**src/rtl/cmd_stream_counter.sv**
```systemverilog
// Passive per-accelerator command counter for the command-in and command-out streams.
// Each packet counts once, on its header beat, two edges after the beat is taken.
module cmd_stream_counter #(
  parameter int MAX_ACCS = 16,
  parameter int ID_W     = 8
) (
  input  logic            clk,
  input  logic            rstn,
  input  logic            clear,
  input  logic            cmd_in_tvalid,
  input  logic            cmd_in_tready,
  input  logic            cmd_in_tlast,
  input  logic [ID_W-1:0] cmd_in_tdest,
  input  logic            cmd_out_tvalid,
  input  logic            cmd_out_tready,
  input  logic            cmd_out_tlast,
  input  logic [ID_W-1:0] cmd_out_tid,
  output logic [31:0]     cmd_in_n_cmds  [MAX_ACCS],
  output logic [31:0]     cmd_out_n_cmds [MAX_ACCS],
  output logic            bad_id
);

  localparam logic [0:0] ST_HEADER = 1'b0;
  localparam logic [0:0] ST_BODY   = 1'b1;

  // Counters wrap modulo 2^32; software works with differences.
  function automatic logic [31:0] wrap_inc(input logic [31:0] cnt);
    return cnt + 32'd1;
  endfunction

  function automatic logic [0:0] next_state(input logic [0:0] st, input logic beat,
                                            input logic last);
    logic [0:0] nxt;
    nxt = st;
    if (beat) begin
      if (st == ST_HEADER && !last) nxt = ST_BODY;
      else if (st == ST_BODY && last) nxt = ST_HEADER;
    end
    return nxt;
  endfunction

  logic                           in_beat, out_beat;
  logic [0:0]                     in_state_q, in_state_d;
  logic [0:0]                     out_state_q, out_state_d;
  logic                           in_ev_vld_q, in_ev_vld_d;
  logic                           out_ev_vld_q, out_ev_vld_d;
  logic [ID_W-1:0]                in_ev_id_q, in_ev_id_d;
  logic [ID_W-1:0]                out_ev_id_q, out_ev_id_d;
  logic [MAX_ACCS-1:0][31:0]      in_cnt_q, in_cnt_d;
  logic [MAX_ACCS-1:0][31:0]      out_cnt_q, out_cnt_d;
  logic                           bad_id_q, bad_id_d;
  logic                           in_hit, out_hit;

  assign in_beat  = cmd_in_tvalid & cmd_in_tready;
  assign out_beat = cmd_out_tvalid & cmd_out_tready;

  // Stage E0: packet tracking and header-event capture
  always_comb begin
    in_state_d   = next_state(in_state_q, in_beat, cmd_in_tlast);
    out_state_d  = next_state(out_state_q, out_beat, cmd_out_tlast);
    in_ev_vld_d  = in_beat & (in_state_q == ST_HEADER);
    out_ev_vld_d = out_beat & (out_state_q == ST_HEADER);
    in_ev_id_d   = in_beat ? cmd_in_tdest : in_ev_id_q;
    out_ev_id_d  = out_beat ? cmd_out_tid : out_ev_id_q;
  end

  // Stage E1: apply captured events; clear discards whatever is in the stage this edge
  always_comb begin
    in_cnt_d  = in_cnt_q;
    out_cnt_d = out_cnt_q;
    bad_id_d  = bad_id_q;
    in_hit    = 1'b0;
    out_hit   = 1'b0;
    if (clear) begin
      in_cnt_d  = '0;
      out_cnt_d = '0;
      bad_id_d  = 1'b0;
    end else begin
      for (int i = 0; i < MAX_ACCS; i++) begin
        if (in_ev_vld_q && in_ev_id_q == ID_W'(i)) begin
          in_cnt_d[i] = wrap_inc(in_cnt_q[i]);
          in_hit      = 1'b1;
        end
        if (out_ev_vld_q && out_ev_id_q == ID_W'(i)) begin
          out_cnt_d[i] = wrap_inc(out_cnt_q[i]);
          out_hit      = 1'b1;
        end
      end
      if ((in_ev_vld_q && !in_hit) || (out_ev_vld_q && !out_hit)) bad_id_d = 1'b1;
    end
  end

  always_ff @(posedge clk) begin
    if (!rstn) begin
      in_state_q   <= ST_HEADER;
      out_state_q  <= ST_HEADER;
      in_ev_vld_q  <= 1'b0;
      out_ev_vld_q <= 1'b0;
      in_cnt_q     <= '0;
      out_cnt_q    <= '0;
      bad_id_q     <= 1'b0;
    end else begin
      in_state_q   <= in_state_d;
      out_state_q  <= out_state_d;
      in_ev_vld_q  <= in_ev_vld_d;
      out_ev_vld_q <= out_ev_vld_d;
      in_cnt_q     <= in_cnt_d;
      out_cnt_q    <= out_cnt_d;
      bad_id_q     <= bad_id_d;
    end
  end

  always_ff @(posedge clk) begin
    in_ev_id_q  <= in_ev_id_d;
    out_ev_id_q <= out_ev_id_d;
  end

  always_comb begin
    for (int i = 0; i < MAX_ACCS; i++) begin
      cmd_in_n_cmds[i]  = in_cnt_q[i];
      cmd_out_n_cmds[i] = out_cnt_q[i];
    end
  end

  assign bad_id = bad_id_q;

endmodule

```
**config.mk**
```make
export PLATFORM = sky130hd
export DESIGN_NAME = cmd_stream_counter
export DESIGN_NICKNAME = d
export VERILOG_FILES = /design/src/rtl/cmd_stream_counter.sv
export SDC_FILE = /design/constraint.sdc
export NUM_CORES = 2
export LEC_CHECK = 0
export ABC_AREA = 0
export BUFFER_PORTS_ARGS = -buffer_cell sky130_fd_sc_hd__buf_4
export CAP_MARGIN = 20
export CELL_PAD_IN_SITES_DETAIL_PLACEMENT = 0
export CELL_PAD_IN_SITES_GLOBAL_PLACEMENT = 1
export CORE_MARGIN = 8
export CORE_UTILIZATION = 25
export CTS_CLUSTER_SIZE = 40
export DETAILED_ROUTE_END_ITERATION = 16
export PLACE_DENSITY_LB_ADDON = 0.1
export SLEW_MARGIN = 20
export SYNTH_ARGS = -nofsm -noshare
export SYNTH_HDL_FRONTEND = slang
export SYNTH_SLANG_ARGS = --single-unit
```
**constraint.sdc**
```tcl
create_clock -name clk -period 3.3 [get_ports clk]
set_clock_uncertainty 0.2 [all_clocks]
set_input_delay 0.495 -clock clk [delete_from_list [all_inputs] [get_ports clk]]
set_output_delay 0.495 -clock clk [all_outputs]
set_load 0.01 [all_outputs]
```
==> impl_metrics.prom <==
# TYPE chip_impl_metric gauge
chip_impl_info{name="status",value="finished clean"} 1
chip_impl_info{name="path_class",value="flip-flop to flip-flop"} 1
chip_impl_metric{name="synth_cells",unit=""} 5765
chip_impl_metric{name="actual_transition_at_the_worst_max_transition_pin",unit="ns"} 0.8785
chip_impl_metric{name="cell_area_after_synthesis",unit="µm²"} 47990
chip_impl_metric{name="number_of_different_library_cells_in_the_post_synthesis_netlist",unit=""} 56
chip_impl_metric{name="area_overhead_vs_synth",unit="%"} 33.46
chip_impl_metric{name="r2r_slack",unit="ns"} 0.1
chip_impl_metric{name="max-vdd-ir-drop",unit="mV"} 0.3391
chip_impl_metric{name="grt_first_pass_wirelength",unit="µm"} 305000
chip_impl_info{name="synth-main-ff-cell",value="dfxtp_1"} 1
chip_impl_metric{name="gp_congestion",unit=""} 0.8250
chip_impl_metric{name="synth_sequential_area_ratio",unit=""} 0.4392
chip_impl_metric{name="clkSinkCount",unit=""} 1045
chip_impl_metric{name="dieArea",unit="µm²"} 206200
chip_impl_metric{name="finalSetupTns",unit="ns"} 0
chip_impl_info{name="holdCritStartpoint",value="cmd_out_tvalid"} 1
chip_impl_metric{name="edff_count_synth",unit=""} 16
chip_impl_info{name="tritoncts",value="yes"} 1
chip_impl_metric{name="h-tree-depth",unit=""} 4
chip_impl_metric{name="fill_cells",unit=""} 20208
chip_impl_metric{name="viasPerCell",unit=""} 4.820
chip_impl_metric{name="cts_buffers",unit=""} 137
chip_impl_metric{name="hold_depth",unit=""} 5
chip_impl_metric{name="final_nets",unit=""} 6931
chip_impl_metric{name="min_period_over_period",unit=""} 0.9702
chip_impl_metric{name="grt_util_met3",unit=""} 0.05006
chip_impl_info{name="endpoint_of_the_worst_hold_timing_path",value="out_state_q"} 1
chip_impl_info{name="endpoint_type_of_the_worst_setup_path",value="flip-flop"} 1
chip_impl_metric{name="final_design_area_no_fill",unit="µm²"} 64050
chip_impl_metric{name="area_post_placement",unit="µm²"} 59540
chip_impl_metric{name="grt_max_degree",unit=""} 148
chip_impl_metric{name="max_freq",unit="GHz"} 0.3124
chip_impl_metric{name="timing.max_cap.violations",unit=""} 0
chip_impl_metric{name="worstPathMaxFanout",unit=""} 16
chip_impl_metric{name="firstDrtPassIters",unit=""} 5
chip_impl_metric{name="start_util",unit=""} 0.2505
chip_impl_metric{name="ys_ff_latch",unit=""} 1045
chip_impl_metric{name="clk_transition_reported_paths",unit="ns"} 0.06
chip_impl_metric{name="first_global_vias",unit=""} 43375
chip_impl_metric{name="post-cts-setup-buffer-count",unit=""} 0
chip_impl_metric{name="die_height",unit="µm"} 454.1
chip_impl_info{name="setup_repair_after_global_routing_missed_its_margin",value="false"} 1
chip_impl_metric{name="yosys_warnings",unit=""} 0
chip_impl_metric{name="clock_path_buffers",unit=""} 3
chip_impl_info{name="min_delay_path_class",value="input port to flip-flop"} 1
chip_impl_metric{name="worstPathRequired",unit="ns"} 3.81
chip_impl_metric{name="final_antenna_violating_net_count",unit=""} 0
chip_impl_info{name="source_of_the_worst_register_to_register_timing_path",value="in_ev_id_q[5]"} 1
chip_impl_metric{name="timing.max_slew.rel_slack",unit=""} 0.4143
chip_impl_metric{name="global_route.overflow_total",unit=""} 0
chip_impl_metric{name="wl",unit="µm"} 209700
chip_impl_metric{name="hpwlAfterDp",unit="µm"} 161300
chip_impl_metric{name="floorplan.rows",unit=""} 161
chip_impl_metric{name="globalRouteMet2Util",unit=""} 0.3328
chip_impl_metric{name="coreArea",unit="µm²"} 191600
chip_impl_metric{name="slew_violations",unit=""} 0
chip_impl_info{name="worst_setup_path_start_kind",value="flip-flop"} 1
chip_impl_metric{name="postSynthNetCount",unit=""} 5824
chip_impl_metric{name="detailroute.via_count",unit=""} 45798
chip_impl_metric{name="async_reset_ff_frac",unit=""} 0
chip_impl_info{name="r2r-end",value="cmd_in_n_cmds[254]"} 1
chip_impl_metric{name="place.port_buffers",unit=""} 1049
chip_impl_metric{name="pin_count",unit=""} 1050
chip_impl_metric{name="remaining_drc_errors",unit=""} 0
chip_impl_metric{name="hold-worst-slack",unit="ns"} 0.1988
chip_impl_metric{name="clkLatencyLatePin",unit="ns"} 0.79
chip_impl_metric{name="layout-drive-gt1-share",unit=""} 0.2118
chip_impl_metric{name="setup_viol",unit=""} 0
chip_impl_metric{name="post_drt_wl_per_cell",unit="µm"} 22.07
chip_impl_metric{name="grt.total_usage",unit=""} 0.1933
chip_impl_metric{name="chipWidth",unit="µm"} 454.1
chip_impl_metric{name="power_per_cell_area",unit="nW/µm²"} 433.0
chip_impl_metric{name="syn-mean-instance-area",unit="µm²"} 8.325
chip_impl_metric{name="power_leakage",unit="nW"} 21.97
chip_impl_metric{name="number_of_antenna_violations_at_the_first_check_in_global_routing",unit=""} 13
chip_impl_metric{name="timing.final.hold_violations",unit=""} 0
chip_impl_info{name="grt.busiest_layer",value="met2"} 1
chip_impl_metric{name="finalWorstPathRequiredPeriod",unit="ns"} 3.202
chip_impl_info{name="cts_root_buf",value="clkbuf_16"} 1
chip_impl_metric{name="timing.reg2reg.worst_path_depth",unit=""} 6
chip_impl_metric{name="grt_util_met1",unit=""} 0.2252
chip_impl_metric{name="critical_path_arrival",unit="ns"} 3.71
chip_impl_metric{name="drt-initial-drc-count",unit=""} 2526
worst max path at each step:
| stage | start | to | depth (start not counted) |
|---|---|---|---|
| floorplan | out_ev_id_q[5] | cmd_out_n_cmds[127] | 7 |
| global placement | out_ev_id_q[4] | cmd_out_n_cmds[185] | 6 |
| detailed placement | out_ev_id_q[4] | cmd_out_n_cmds[183] | 6 |
| CTS | out_ev_id_q[4] | cmd_out_n_cmds[183] | 6 |
| global route | in_ev_id_q[5] | cmd_in_n_cmds[285] | 7 |
| finish | in_ev_id_q[5] | cmd_in_n_cmds[254] | 6 |
stage by stage:
stage / utilization / total power, mW / setup WS, ns / std cells
after floorplan: - / 13.23 / 0.3374 / 5765
after global placement: 0.3108 / 13.52 / 0.07712 / 9239
after detailed placement: 0.3108 / 13.52 / 0.1056 / 9239
after CTS: 0.3342 / 28.35 / 0.06308 / 9494
after global routing: 0.3343 / 28.88 / 0.02082 / 9498
final: 0.3343 / 27.73 / 0.09848 / 9502
cells by family after synthesis:
family / share of synthesized area
buffers and inverters: 0.03739
muxes: 0.008760
DFF: 0.4392
AOI/OAI and AO/OA: 0.07488
xor gates and xnor gates: 0.1166
adders and majority gates: 0.008864
and+or+nand+nor: 0.3143
synth_stat cells, types with 16 or more instances:
cell type	number	area, µm²
nand4_1	294	1839
and4_1	126	1104
o21ai_0	258	1291
xor2_1	194	1699
nor4_1	194	1214
or4_1	71	533.0
clkbuf_1	259	972.2
dfxtp_1	1029	20600
edfxtp_1	16	480.5
nor2_1	751	2819
nand2b_1	24	150.1
nor3_1	219	1096
a21oi_1	320	1602
inv_1	194	728.2
mux2i_1	42	420.4
nand2_1	384	1441
ha_1	34	425.4
or3_1	269	1683
and3_1	83	519.3
xnor2_1	445	3897
or2_2	18	112.6
o31ai_1	37	277.8
and2_1	34	212.7
nand3_1	316	1582
metal layers:
| metal | share of wire | routed length, µm |
|---|---|---|
| met1 | 0.40 | 84580 |
| met2 | 0.49 | 102300 |
| met3 | 0.059 | 12380 |
| met4 | 0.050 | 10490 |
| met5 | 0.000086 | 18 |
where the power goes:
| group | leakage, nW | total (mW) | internal [mW] | switching [mW] |
|---|---|---|---|---|
| Combinational | 11.4 | 0.570 | 0.146 | 0.424 |
| Sequential | 8.43 | 12.7 | 12.7 | 0.0126 |
| Clock | 2.09 | 14.5 | 8.51 | 5.97 |
| Total | 22.0 | 27.7 | 21.3 | 6.40 |
state kept, by name (all words and copies together) (netlist names):
register	cells
bad_id	1
cmd_out_n_cmds	512
cmd_in_n_cmds	512
in_ev_id_q	8
in_state_q	1
out_ev_vld_q	1
out_ev_id_q	8
out_state_q	1
in_ev_vld_q	1
cells in the final DEF (no fill, tap or decap), drive strengths merged, types with 12 or more instances in the layout:
cell type and n:
buf 1227, dfxtp 1029, nor2 751, xnor2 445
nand2 384, a21oi 320, nand3 316, nand4 294
or3 269, o21ai 258, nor3 220, clkbuf 214
nor4 207, inv 197, xor2 194, and4 126
and3 83, or4 73, mux2i 42, o31ai 37
and2 35, ha 34, nand2b 24, dlygate4sd3 20
or2 18, edfxtp 16, clkinv 15, a31o 12
worst max-delay path, cell delays in order (launching register included):
cell and delay [ns]:
edfxtp_1 0.42, or4_2 0.71, buf_4 0.24, or4_1 0.73, nor2_1 0.22, or4b_1 0.45
a21oi_1 0.16
layout make-up:
cell class,instances,area (µm²),area share
tap,2526,3161,0.04934
clock inverter,21,168.9,0.002637
multi-input combinational,4247,25190,0.3932
antenna,8,20.02,0.0003126
timing repair buffer,1247,9599,0.1499
clock buffer,214,4106,0.06411
sequential,1045,21080,0.3291
inverter,194,728.2,0.01137
timing repair:
action,in CTS,in global routing
hold buffers,20,0
gates resized for setup,0,2
setup endpoints to repair,0,4
endpoints found under the hold margin,25,0
No activity file was read; power rests on OpenSTA's default activity.
